### config.mk
export PLATFORM = sky130hd
export DESIGN_NAME = cla_pipe_adder
export DESIGN_NICKNAME = d
export VERILOG_FILES = /design/src/rtl/cla_pipe_adder.sv
export SDC_FILE = /design/constraint.sdc
export NUM_CORES = 1
export LEC_CHECK = 0
export ABC_AREA = 1
export ABC_CLOCK_PERIOD_IN_PS = 3400
export BUFFER_PORTS_ARGS = -buffer_cell sky130_fd_sc_hd__buf_2
export CAP_MARGIN = 20
export CORE_UTILIZATION = 58
export CTS_BUF_LIST = sky130_fd_sc_hd__clkbuf_8
export CTS_CLUSTER_DIAMETER = 50
export DETAILED_ROUTE_END_ITERATION = 10
export GPL_ROUTABILITY_DRIVEN = 0
export HOLD_SLACK_MARGIN = 0.12
export PLACE_DENSITY_LB_ADDON = 0.2
export REMOVE_ABC_BUFFERS = 1
export SKIP_CTS_REPAIR_TIMING = 1
export SLEW_MARGIN = 20
export SYNTH_ARGS = -nofsm -noshare
export SYNTH_HDL_FRONTEND = slang
export SYNTH_SLANG_ARGS = --single-unit
### constraint.sdc
create_clock -name clk -period 3.4 [get_ports clk]
set_clock_uncertainty 0.2 [all_clocks]
set_input_delay 0.34 -clock clk [delete_from_list [all_inputs] [get_ports clk]]
set_output_delay 0.34 -clock clk [all_outputs]
set_load 0.01 [all_outputs]
### src/rtl/cla_pipe_adder.sv
// Two-stage pipelined carry-lookahead adder/subtractor with valid/ready handshake.
// Stage 1 registers per-bit and per-group generate/propagate; stage 2 resolves carries into the output.
module cla_pipe_adder #(
  parameter int unsigned WIDTH     = 32,
  parameter int unsigned GROUPSIZE = 4
) (
  input  logic             clk,
  input  logic             rst_n,
  input  logic             in_valid,
  output logic             in_ready,
  input  logic [WIDTH-1:0] a,
  input  logic [WIDTH-1:0] b,
  input  logic             cin,
  input  logic             sub,
  output logic             out_valid,
  input  logic             out_ready,
  output logic [WIDTH-1:0] sum,
  output logic             cout,
  output logic             overflow,
  output logic             zero
);

  localparam int unsigned NG = WIDTH / GROUPSIZE;

  if ((WIDTH % GROUPSIZE) != 0) begin : g_bad_width
    $fatal(1, "cla_pipe_adder: WIDTH must be a multiple of GROUPSIZE");
  end

  logic [WIDTH-1:0] b_eff;
  logic             c0;
  logic [WIDTH-1:0] g_bit, p_bit;
  logic [NG-1:0]    g_grp, p_grp;

  assign b_eff = sub ? ~b : b;
  assign c0    = sub ? 1'b1 : cin;
  assign g_bit = a & b_eff;
  assign p_bit = a ^ b_eff;

  // Group generate built LSB-first: G = g[msb] | p[msb]&(G of lower bits).
  always_comb begin
    g_grp = '0;
    p_grp = '0;
    for (int unsigned k = 0; k < NG; k++) begin
      logic gk, pk;
      gk = 1'b0;
      pk = 1'b1;
      for (int unsigned j = 0; j < GROUPSIZE; j++) begin
        gk = g_bit[k*GROUPSIZE+j] | (p_bit[k*GROUPSIZE+j] & gk);
        pk = pk & p_bit[k*GROUPSIZE+j];
      end
      g_grp[k] = gk;
      p_grp[k] = pk;
    end
  end

  logic             s1_valid;
  logic [WIDTH-1:0] s1_g, s1_p;
  logic [NG-1:0]    s1_gg, s1_pp;
  logic             s1_c0, s1_amsb, s1_bmsb;
  logic             adv2, in_xfer;

  assign adv2     = s1_valid && (!out_valid || out_ready);
  assign in_ready = !s1_valid || adv2;
  assign in_xfer  = in_valid && in_ready;

  always_ff @(posedge clk or negedge rst_n) begin
    if (!rst_n) begin
      s1_valid <= 1'b0;
      s1_g     <= '0;
      s1_p     <= '0;
      s1_gg    <= '0;
      s1_pp    <= '0;
      s1_c0    <= 1'b0;
      s1_amsb  <= 1'b0;
      s1_bmsb  <= 1'b0;
    end else if (in_xfer) begin
      s1_valid <= 1'b1;
      s1_g     <= g_bit;
      s1_p     <= p_bit;
      s1_gg    <= g_grp;
      s1_pp    <= p_grp;
      s1_c0    <= c0;
      s1_amsb  <= a[WIDTH-1];
      s1_bmsb  <= b_eff[WIDTH-1];
    end else if (adv2) begin
      s1_valid <= 1'b0;
    end
  end

  logic [NG:0]      grp_c;
  logic [WIDTH-1:0] bit_c;
  logic [WIDTH-1:0] sum_next;
  logic             ovf_next;

  always_comb begin
    grp_c    = '0;
    grp_c[0] = s1_c0;
    for (int unsigned k = 0; k < NG; k++) begin
      grp_c[k+1] = s1_gg[k] | (s1_pp[k] & grp_c[k]);
    end
    bit_c = '0;
    for (int unsigned k = 0; k < NG; k++) begin
      logic c;
      c = grp_c[k];
      for (int unsigned j = 0; j < GROUPSIZE; j++) begin
        bit_c[k*GROUPSIZE+j] = c;
        c = s1_g[k*GROUPSIZE+j] | (s1_p[k*GROUPSIZE+j] & c);
      end
    end
    sum_next = s1_p ^ bit_c;
    ovf_next = (s1_amsb == s1_bmsb) && (sum_next[WIDTH-1] != s1_amsb);
  end

  always_ff @(posedge clk or negedge rst_n) begin
    if (!rst_n) begin
      out_valid <= 1'b0;
      sum       <= '0;
      cout      <= 1'b0;
      overflow  <= 1'b0;
      zero      <= 1'b0;
    end else if (adv2) begin
      out_valid <= 1'b1;
      sum       <= sum_next;
      cout      <= grp_c[NG];
      overflow  <= ovf_next;
      zero      <= ~|sum_next;
    end else if (out_ready) begin
      out_valid <= 1'b0;
    end
  end

endmodule

==> summary.txt <==
Cells and area
  – Synthesis-to-finish area growth: 18.00%
  – Layout cells sized above 1: 24.01%
  – Multi-input gate area: 2718 um^2
  – Final instance area: 6734 um^2
  – Fill cell count: 760
  – FF+latch area: 2803 um^2
  – Most frequent cells in the layout: 236 x nand2_1, 112 x dfrtp_1, 105 x buf_2, 53 x ha_1, 39 x xor2_1
  – Nets@finish: 875
  – Most common cell after layout, fill and taps aside: nand2_1
  – Util after Layout: 71.86%
  – Number of diodes: 0

Setup path
  – Worst Setup End Kind: register
  – Worst-path maximum fanout: 3
  – Most used cell, CP: nand2_2
  – CP top delay family: simple AND/OR/NAND/NOR gates
  – CP Launch Type: register
  – Crit-path cells: nand2_1 > nand2_2 > nand2_2 > nand2_2 > nand2_2 > nand2_2 > nand2_2 > nand2_2 > nand2_2 > nand2_2 > nand2_2 > nand2_2 > buf_4 > ha_1 > or2_2 > ha_1 > or2_2 > ha_1 > nor2_2 > xor2_1 > nand4_1 > nor3_1 > nand3_1 > nand2_1
  – Worst endpoint required time: 3500 ps
  – WP buf/inv: 1
  – Data arrival, critical path: 3410 ps
  – Class of the most critical setup path: register to register
  – Worst path slowest cell: dfrtp_1
  – Crit-path max cell delay: 410 ps

Timing
  – Setup-failing EPs final: 0
  – Max Fclk: 0.3020 GHz
  – Relative slew slack: 44.98%
  – Fin crit period: 3311 ps
  – Unrepaired setup endpoints after global routing: true
  – Measured slew at the worst slew-check pin: 822.4 ps
  – Tcrit/Tclk final: 97.38%
  – Hold Vio Cnt, Final: 0
  – Pins Over Slew Limit: 0
  – Setup total negative slack: 0 ps

Routing
  – Routed wire per std cell: 13.71 um
  – Drt drc: 0
  – Vias: 4,513
  – Pre-antenna DRT Iters: 4
  – DRT iter0 DRCs: 150
  – Routed WL: 12.10 mm
  – Via density: 5.111
  – Post-DRT Antenna Nets: 0

Placed design
  – Placed wire-length estimate: 8.482 mm
  – Placement Cell Area: 6379 um^2
  – Buffers on Ports: 106

Logic synthesis
  – Unique masters post-synth: 22
  – Synth Area in Compound Gates: 6.446%
  – Largest family of logic cells by synthesized area: simple AND/OR/NAND/NOR gates
  – Adder-Cell Fraction of Synth Area: 12.28%
  – Gate Count Post-Synth: 639
  – Cell Area, Synth: 5707 um^2
  – FF+latch count, synth: 112
  – Synth Area in XOR/XNOR: 6.139%
  – Syn avg cell area: 8.931 um^2
  – Sequential share of the synthesized area: 49.11%
  – Simple-gate share of the synthesized area: 21.68%
  – Mux share of post-synthesis cell area: 0%
  – Ys Warns: 0

Global route
  – Vias in the first global route: 4,393
  – Global route overflow: 0
  – GR Util All Layers: 24.92%
  – Largest net degree at the start of global routing: 80
  – First-pass GRT wire length: 19.87 mm
  – Antenna violations before repair: 0

Die
  – Initial core utilization: 60.89%
  – Core area: 9371 um^2
  – Die X: 101.2 um
  – Standard-cell rows: 35
  – Chip Height: 101.2 um
  – Die area: 10,240 um^2
  – Top Ports: 107

Pwr
  – PD cells: 604.4 nW/um^2
  – Power, Total: 0.004070 W
  – Peak supply drop: 0.0003282 V
  – Static Leak: 3.688 nW

Clocking
  – Clk_lat worst skew: 360 ps
  – # clock sinks: 112
  – Root Driver: clkbuf_8
  – CTS tree: built
  – Reg clk slew, reported paths: 100 ps
  – Htree depth: 3
  – CTS max path bufs: 2
  – CTS Buf Count: 9

Status
  – Status: finished clean

Flow run
  – Max-cap check violation count: 0

Min path
  – Min-Delay Path Class: input pin to register
==> sequential cells by signal, summed over array words and instances (netlist names), 8 cells and up <==
signal and flops:
sum 32, s1_g 24, s1_p 32, s1_gg 8
s1_pp 8
==> path summary, 6_finish.rpt <==
kind                       depth (start not counted)     from        to  slack (ps)
max                                               24    s1_c0      zero          90
min                                                4    b[31]   s1_bmsb         110
max reg2reg                                       24    s1_c0      zero          90
min reg2reg                                        2  sum[30]   sum[30]         280
max in group asynchronous                          3    rst_n  s1_p[15]        1880
min in group asynchronous                          2    rst_n   s1_g[1]         370
==> area by class of cell <==
| cell class | instances | area share, % |
|---|---|---|
| Multi-Input combinational cell | 463 | 40.36 |
| Tap cell | 129 | 2.397 |
| Timing Repair Buffer | 123 | 10.33 |
| Clock buffer | 11 | 2.248 |
| Inverter | 40 | 2.230 |
| Sequential cell | 112 | 41.62 |
| Clock inverter | 5 | 0.8175 |
==> cells in the mapped netlist <==
master	number	share of area, %
a21oi_1	9	0.79
a21oi_2	1	0.15
buf_1	1	0.066
buf_2	6	0.53
clkbuf_1	17	1.1
dfrtp_1	112	49
ha_1	56	12
inv_1	34	2.2
inv_2	6	0.39
nand2_1	238	16
nand2_2	14	1.5
nand3_1	10	0.88
nand4_1	7	0.77
nor2_1	12	0.79
nor3_1	1	0.088
nor4_1	2	0.22
o211ai_1	1	0.13
o21ai_0	39	3.4
o21ai_1	10	0.88
o221ai_1	7	1.1
or2_2	16	1.8
xor2_1	40	6.1
==> metal layers <==
layer,track usage [%],vias to the layer above,wire [um]
li1,-,2255,-
met1,33.84,2115,5514
met2,41.60,129,5859
met3,3.382,14,573
met4,8.361,0,157
met5,0,-,0
==> tightest hold or removal path, cell delays in order <==
cell,delay [ps]
buf_2,80
xor2_1,90
nand2_1,80
nand2_1,50
==> per-stage QoR <==
stage          setup WS [ps]  hold slack [ps]  std cells
4_1_cts               -111.6           -140.2        872
6_report               88.95            105.8        883
3_3_place_gp           57.92            249.2        856
5_1_grt               -169.3            131.5        883
3_5_place_dp          -71.20            255.8        856
2_1_floorplan          163.3           -155.6        615
==> kinds of logic after synthesis <==
family	count (synthesis)
adders and majority gates	56
AOI/OAI and AO/OA	67
DFF	112
and+or+nand+nor	300
xor gates and xnor gates	40
buffers and inverters	64
==> report_power, final <==
part	internal (W)	switching, W
Clock	0.000379	0.000431
Sequential	0.00168	0.000200
Combinational	0.000583	0.000799
Total	0.00264	0.00143
Note: power is estimated with default switching activity, not from simulation.
